==> config.mk <==
export PLATFORM = sky130hd
export DESIGN_NAME = sopc_rst_ctrl
export DESIGN_NICKNAME = d
export VERILOG_FILES = /design/src/rtl/sopc_rst_ctrl.sv
export SDC_FILE = /design/constraint.sdc
export NUM_CORES = 1
export LEC_CHECK = 0
export BUFFER_PORTS_ARGS = -buffer_cell sky130_fd_sc_hd__buf_2
export CAP_MARGIN = 15
export CORE_MARGIN = 10
export CORE_UTILIZATION = 58
export CTS_CLUSTER_DIAMETER = 150
export DETAILED_ROUTE_END_ITERATION = 10
export PLACE_DENSITY = 0.85
export SYNTH_ARGS = -nofsm -noshare
export SYNTH_HDL_FRONTEND = slang
export SYNTH_SLANG_ARGS = --single-unit
==> constraint.sdc <==
create_clock -name clk -period 2.7 [get_ports clk]
set_input_delay 0.405 -clock clk [delete_from_list [all_inputs] [get_ports clk]]
set_output_delay 0.405 -clock clk [all_outputs]
set_load 0.005 [all_outputs]
==> src/rtl/sopc_rst_ctrl.sv <==
// Reset/watchdog controller for openmips_min_sopc: sopc_rst releases STRETCH_CYCLES+2 edges after the
// board reset rises. Internal resets hold it for exactly STRETCH_CYCLES cycles. There is no backpressure.
module sopc_rst_ctrl #(
  parameter int STRETCH_CYCLES = 16,
  parameter int WDT_CYCLES     = 4096,
  parameter int WDT_CW         = 16
) (
  input  logic       clk,
  input  logic       rst,
  input  logic       sw_rst_req,
  input  logic       wdt_en,
  input  logic       wdt_kick,
  output logic       sopc_rst,
  output logic [1:0] rst_cause,
  output logic [7:0] rst_count
);

  localparam int SCW = (STRETCH_CYCLES > 1) ? $clog2(STRETCH_CYCLES) : 1;
  localparam logic [SCW-1:0]    STRETCH_LAST = SCW'(STRETCH_CYCLES - 1);
  localparam logic [WDT_CW-1:0] WDT_LAST     = WDT_CW'(WDT_CYCLES - 1);

  typedef enum logic [1:0] {
    HOLD    = 2'd0,
    STRETCH = 2'd1,
    RUN     = 2'd2
  } state_t;

  state_t            state;
  logic [1:0]        sync;
  logic [SCW-1:0]    stretch_cnt;
  logic [WDT_CW-1:0] wdt_cnt;
  logic              wdt_timeout;

  // A kick in the would-be timeout cycle cancels the timeout.
  assign wdt_timeout = wdt_en && !wdt_kick && (wdt_cnt == WDT_LAST);

  always_ff @(posedge clk or negedge rst) begin
    if (!rst) begin
      state       <= HOLD;
      sync        <= 2'b00;
      stretch_cnt <= '0;
      wdt_cnt     <= '0;
      sopc_rst    <= 1'b1;
      rst_cause   <= 2'b00;
      rst_count   <= 8'd0;
    end else begin
      sync <= {sync[0], 1'b1};
      case (state)
        HOLD: begin
          // Leave HOLD on the edge where the second flop captures its 1.
          if (sync == 2'b01) begin
            state <= STRETCH;
          end
        end
        STRETCH: begin
          wdt_cnt <= '0;
          if (stretch_cnt == STRETCH_LAST) begin
            state       <= RUN;
            stretch_cnt <= '0;
            sopc_rst    <= 1'b0;
          end else begin
            stretch_cnt <= stretch_cnt + 1'b1;
          end
        end
        RUN: begin
          if (sw_rst_req || wdt_timeout) begin
            state       <= STRETCH;
            sopc_rst    <= 1'b1;
            stretch_cnt <= '0;
            wdt_cnt     <= '0;
            rst_cause   <= sw_rst_req ? 2'b01 : 2'b10;
            if (rst_count != 8'hFF) begin
              rst_count <= rst_count + 8'd1;
            end
          end else if (!wdt_en || wdt_kick) begin
            wdt_cnt <= '0;
          end else begin
            wdt_cnt <= wdt_cnt + 1'b1;
          end
        end
        default: begin
          state       <= STRETCH;
          sopc_rst    <= 1'b1;
          stretch_cnt <= '0;
          wdt_cnt     <= '0;
        end
      endcase
    end
  end

endmodule

# After elaboration in Yosys (flattened, before gate mapping)
# Cells that the tools add are included.
# classes
add_sub_neg	3
mul	0
n_div	0
order_cmp	0
n_eq_ne	9
shifts	0
muxes	14
n_bitwise	1
n_reduce_logical	12
# op_table
operator	n
$mux W16	2
$pmux W16 S2	1
$add A16 B1 Y16 const B	1
$eq A16 B12 Y1 const B	1
$pmux W4 S3	1
$reduce_and A3 Y1	3
$add A8 B1 Y8 const B	1
$mux W2	4
$mux W4	2
$ne A8 B8 Y1 const B	1
$ne A2 B2 Y1 const B	3
$pmux W2 S3	1
$add A4 B1 Y4 const B	1
$eq A2 B1 Y1 const B	2
$eq A4 B4 Y1 const B	1
$reduce_and A2 Y1	2
$pmux W1 S3	1
$eq A2 B2 Y1 const B	1
$logic_and A1 B1 Y1	2
$logic_not A1 Y1	2
$logic_not A2 Y1	1
$logic_or A1 B1 Y1	2
$mux W1	2
$not A1 Y1	1
# word_totals
ff_bits	35
latch_bits	0
ramBits	0
romBits	0
inputBits	5
output_inout_bits	11
word_cells	46
mem_count	0

# Depth between registers and ports, before layout
# logic_depth
ltp_word	6
ltp_mapped	7
depth_no_buf	6

# Least setup slack after synthesis
# No wires, ideal clock.
# synth_timing
kind	register to register
startpoint	reg wdt_cnt[12]
endpoint	reg rst_count[5]
setup_time_ps	124
arrival_time_ps	1979
t_required_ps	2576
slack_ps	597
stages_incl_launch_ff	6
n_path_buf	0
synth_period_minus_slack_ps	2103
cell_sequence	dfrtp_1 -> or4b_1 -> o31a_1 -> nor3_4 -> or3b_1 -> xnor2_1
# synth_via
elab_chain_len	4
# synth_rtl
item	line	text
start, declared	31	logic [WDT_CW-1:0] wdt_cnt;
start signal, assigned	78	wdt_cnt <= wdt_cnt + 1'b1;
$eq A16 B12 Y1	35	assign wdt_timeout = wdt_en && !wdt_kick && (wdt_cnt == WDT_LAST);
$logic_and A1 B1 Y1	35	
$logic_or A1 B1 Y1	66	if (sw_rst_req || wdt_timeout) begin
$reduce_and A3 Y1 (no line)	-	
end signal, assigned	73	rst_count <= rst_count + 8'd1;
end, declared	15	output logic [7:0] rst_count
# Every way passes these cells.
# A chain may end at the register's enable or synchronous reset.

# Final worst setup path
# Ends and elaborated chain as after synthesis.

==> impl_metrics.csv <==
group,metric,value,unit
run_status,status,"finished clean",
sta,tns,0,ns
place,placed_cells,221,
clocking,cts_hold_buffers,0,
clocking,clkSinkCount,35,
worst_setup_path,crit_fanout,8,
die,floorplan.initialDensity,62.10,%
sta,rsz0062_at_grt,"false",
drt,vias,1448,
synthesis,ys.warnings.count,0,
grt,grt_pass1_wl,6596,um
sta,setup_violations,0,
drt,drt_first_pass_iters,4,
cells_and_area,n_fill_cell,226,
synthesis,synth_top_area_share,48.43,%
synthesis,yosysTopAreaCell,"dfrtp_1",
clocking,clk_pin_slew,0.11,ns
power_and_ir_drop,p_seq_share,47.7,%
run,cap_violations,0,
sta,drv_slew,0,
drt,ant_nets,0,
die,core_area,2829,um2
sta,maxSlewHeadroom,50.54,%
drt,via_per_inst,6.323,
place,port_buffers,15,
cells_and_area,drive_above_1_share,15.15,%
min_path,min_path_type,"in -> async",
sta,max_freq,444.0,MHz
power_and_ir_drop,power_frac_comb,25.0,%
clocking,numCtsBuffers,5,
drt,wl_per_cell,15.91,um
worst_setup_path,required,2.93,ns
clocking,htree_levels,2,
grt,gr-total-overflow,0,
clocking,cts_resized,0,
die,rows,19,
worst_setup_path,crit_path_start_kind,"flip-flop",
grt,antenna_found_initial,0,
sta,tightest_slew,0.7419,ns
power_and_ir_drop,power_density,748.7,nW/um2
power_and_ir_drop,internal_power,0.0009822,W
power_and_ir_drop,p_sw_share,32.44,%
die,dieArea,5630,um2
sta,skew,0.01142,ns
sta,setup_slack,0.4475,ns
grt,track_usage,14.82,%
drt,drtIter0Drc,159,
sta,final-hold-violation-count,0,
synthesis,yosysSeqAreaShare,49.93,%
die,design.portCount,16,
place,gp_congestion,0.7826,
cells_and_area,nets,205,
clocking,cts_tree,"yes",
worst_setup_path,end_kind,"flip-flop",
synthesis,syn_area,1757,um2
power_and_ir_drop,p_switching,0.0004716,W
synthesis,synthesis.nets,187,
grt,grt_max_degree,36,
synthesis,syn_avg_cell_area,9.814,um2
die,die_w,75.04,um
clocking,clk_latency,0.34,ns
power_and_ir_drop,p_leak,0.8548,nW
synthesis,synth_cell_types,39,
worst_setup_path,critPathArrivalTime,2.49,ns
cells_and_area,antenna_cells,0,
cells_and_area,layout.cells.non_filler,229,
cells_and_area,area_growth,10.54,%
worst_setup_path,r2r_slack,0.45,ns
sta,finalCriticalPeriod,2.252,ns
clocking,post_cts_buffers,0,
place,place_ws,0.4444,ns
worst_setup_path,crit_type,"reg -> reg",
synthesis,synthTopCellsByArea,"dfrtp_1, o21ai_0, nand2_1",
sta,fin_crit_sh,83.42,%
power_and_ir_drop,clkPwrFrac,27.3,%
clocking,clk_path_buf_depth,2,
power_and_ir_drop,vdd_drop_max,0.4670,mV
clocking,cts-root-buf,"clkbuf_4",
drt,routed_wirelength,3643,um
power_and_ir_drop,total_power,0.001454,W
die,die-height,75.04,um
place,hpwl,2614,um
drt,remaining_drc_errors,0,
synthesis,synth_cells,179,
synthesis,synth_seq_cells,35,
grt,grt_pass1_vias,1459,
## worst max-delay path: stages (launching register included)
cell and delay (ns):
dfrtp_1 0.44, or4b_1 0.56, o31a_1 0.30, nor3_4 0.33
or3b_1 0.40, xnor2_1 0.13
## layout make-up
type                    instances  area [um2]  share of cell area [%]
flip-flops and latches         35       877.1                   45.17
repair buffers                 15       75.07                   3.866
well taps                      31       38.79                   1.997
clock buffers                   6       51.30                   2.642
multi-input cells             135       845.8                   43.56
inverters                       5       18.77                  0.9665
clock inverters                 2       35.03                   1.804
## per-stage QoR
stage | area [um2] | util [%] | hold slack, ns
finish | 1942 | 68.64 | 0.1146
detailed placement | 1856 | 65.59 | 0.3675
global route | 1942 | 68.64 | 0.1648
floorplan | 1757 | - | 0.1094
global placement | 1856 | 65.59 | 0.3606
CTS | 1942 | 68.64 | 0.1446
## cells in the mapped netlist
| cell type | instances |
|---|---|
| inv_1 | 5 |
| nor3b_1 | 3 |
| and3_2 | 1 |
| nand3_1 | 8 |
| xnor2_1 | 6 |
| nor3_1 | 2 |
| or2_2 | 1 |
| o31a_1 | 1 |
| nand2b_1 | 3 |
| mux2_2 | 1 |
| nor3_4 | 1 |
| dfstp_2 | 1 |
| nor2b_1 | 2 |
| a21oi_2 | 1 |
| dfrtp_1 | 34 |
| or3_1 | 5 |
| o21ai_0 | 18 |
| a2bb2oi_1 | 1 |
| nor2_1 | 6 |
| or2b_1 | 1 |
| a21o_1 | 5 |
| mux2i_1 | 2 |
| and2_1 | 4 |
| or3b_1 | 1 |
| nand4_1 | 7 |
| nand2_1 | 17 |
| a22o_1 | 3 |
| o21a_1 | 1 |
| a41oi_1 | 3 |
| and3_1 | 2 |
| or4b_1 | 1 |
| clkbuf_1 | 4 |
| xor2_1 | 1 |
| a21oi_1 | 12 |
| a31oi_1 | 7 |
| conb_1 | 1 |
| a31o_2 | 1 |
| ha_1 | 3 |
| and4_1 | 3 |
## sequential cells by signal, summed over array words and instances (netlist names)
register and flops:
rst_cause 2, sopc_rst 1, sync 2, state 2
stretch_cnt 4, rst_count 8, wdt_cnt 16
## cells by family (layout without fill, tap and decap cells)
| family | Yosys count | count (layout) | share of synthesized area [%] |
|---|---|---|---|
| flip-flops | 35 | 35 | 49.93 |
| AO/OA/AOI/OAI | 53 | 53 | 18.59 |
| AND/OR/NAND/NOR | 68 | 68 | 21.94 |
| buffers and inverters | 9 | 28 | 1.923 |
| adder cells (fa/ha/maj) | 3 | 3 | 2.137 |
| multiplexers | 3 | 3 | 1.781 |
| XOR/XNOR | 7 | 7 | 3.490 |
| other | 1 | 1 | 0.2135 |
## power groups by stage
stage | combinational, W | clock [W] | sequential (W)
final | 0.000363 | 0.000397 | 0.000694
after floorplan | 0.000255 | 0 | 0.000687
after detailed placement | 0.000363 | 0 | 0.000703
after CTS | 0.000365 | 0.000398 | 0.000693
after global routing | 0.000409 | 0.000426 | 0.000709
after global placement | 0.000342 | 0 | 0.000694
## per-layer routing
| metal | up-vias | share of wire, % | track usage, % |
|---|---|---|---|
| met3 | 5 | 6.5 | 3.942 |
| met2 | 46 | 48 | 23.71 |
| met4 | 0 | 1.1 | 6.723 |
| met5 | - | 0 | 0 |
| li1 | 691 | - | - |
| met1 | 706 | 45 | 18.30 |
## worst paths after layout
check / from / to / cells after the start
max: wdt_cnt[12]$_DFFE_PN0N_ / rst_count[5]$_DFFE_PN0P_ / 5
min: rst / stretch_cnt[0]$_DFFE_PN0P_ / 1
max reg2reg: wdt_cnt[12]$_DFFE_PN0N_ / rst_count[5]$_DFFE_PN0P_ / 5
min reg2reg: sync[0]$_DFF_PN0_ / sync[1]$_DFF_PN0_ / 0
max in group asynchronous: rst / wdt_cnt[1]$_DFFE_PN0N_ / 1
min in group clk: sw_rst_req / rst_cause[1]$_DFFE_PN0P_ / 2
## placed cells by master (no fill, tap or decap), drive strengths merged, types with 2 or more instances in the layout
master,netlist,layout
a31oi,7,7
buf,0,15
or3,5,5
nor2,6,6
a21o,5,5
nor2b,2,2
xnor2,6,6
inv,5,5
nor3b,3,3
and2,4,4
a21oi,13,13
nand2b,3,3
nand2,17,17
mux2i,2,2
nand3,8,8
a41oi,3,3
nand4,7,7
and3,3,3
a22o,3,3
dfrtp,34,34
clkbuf,4,6
nor3,3,3
o21ai,18,18
ha,3,3
and4,3,3
Note: power is estimated with default switching activity, not from simulation.
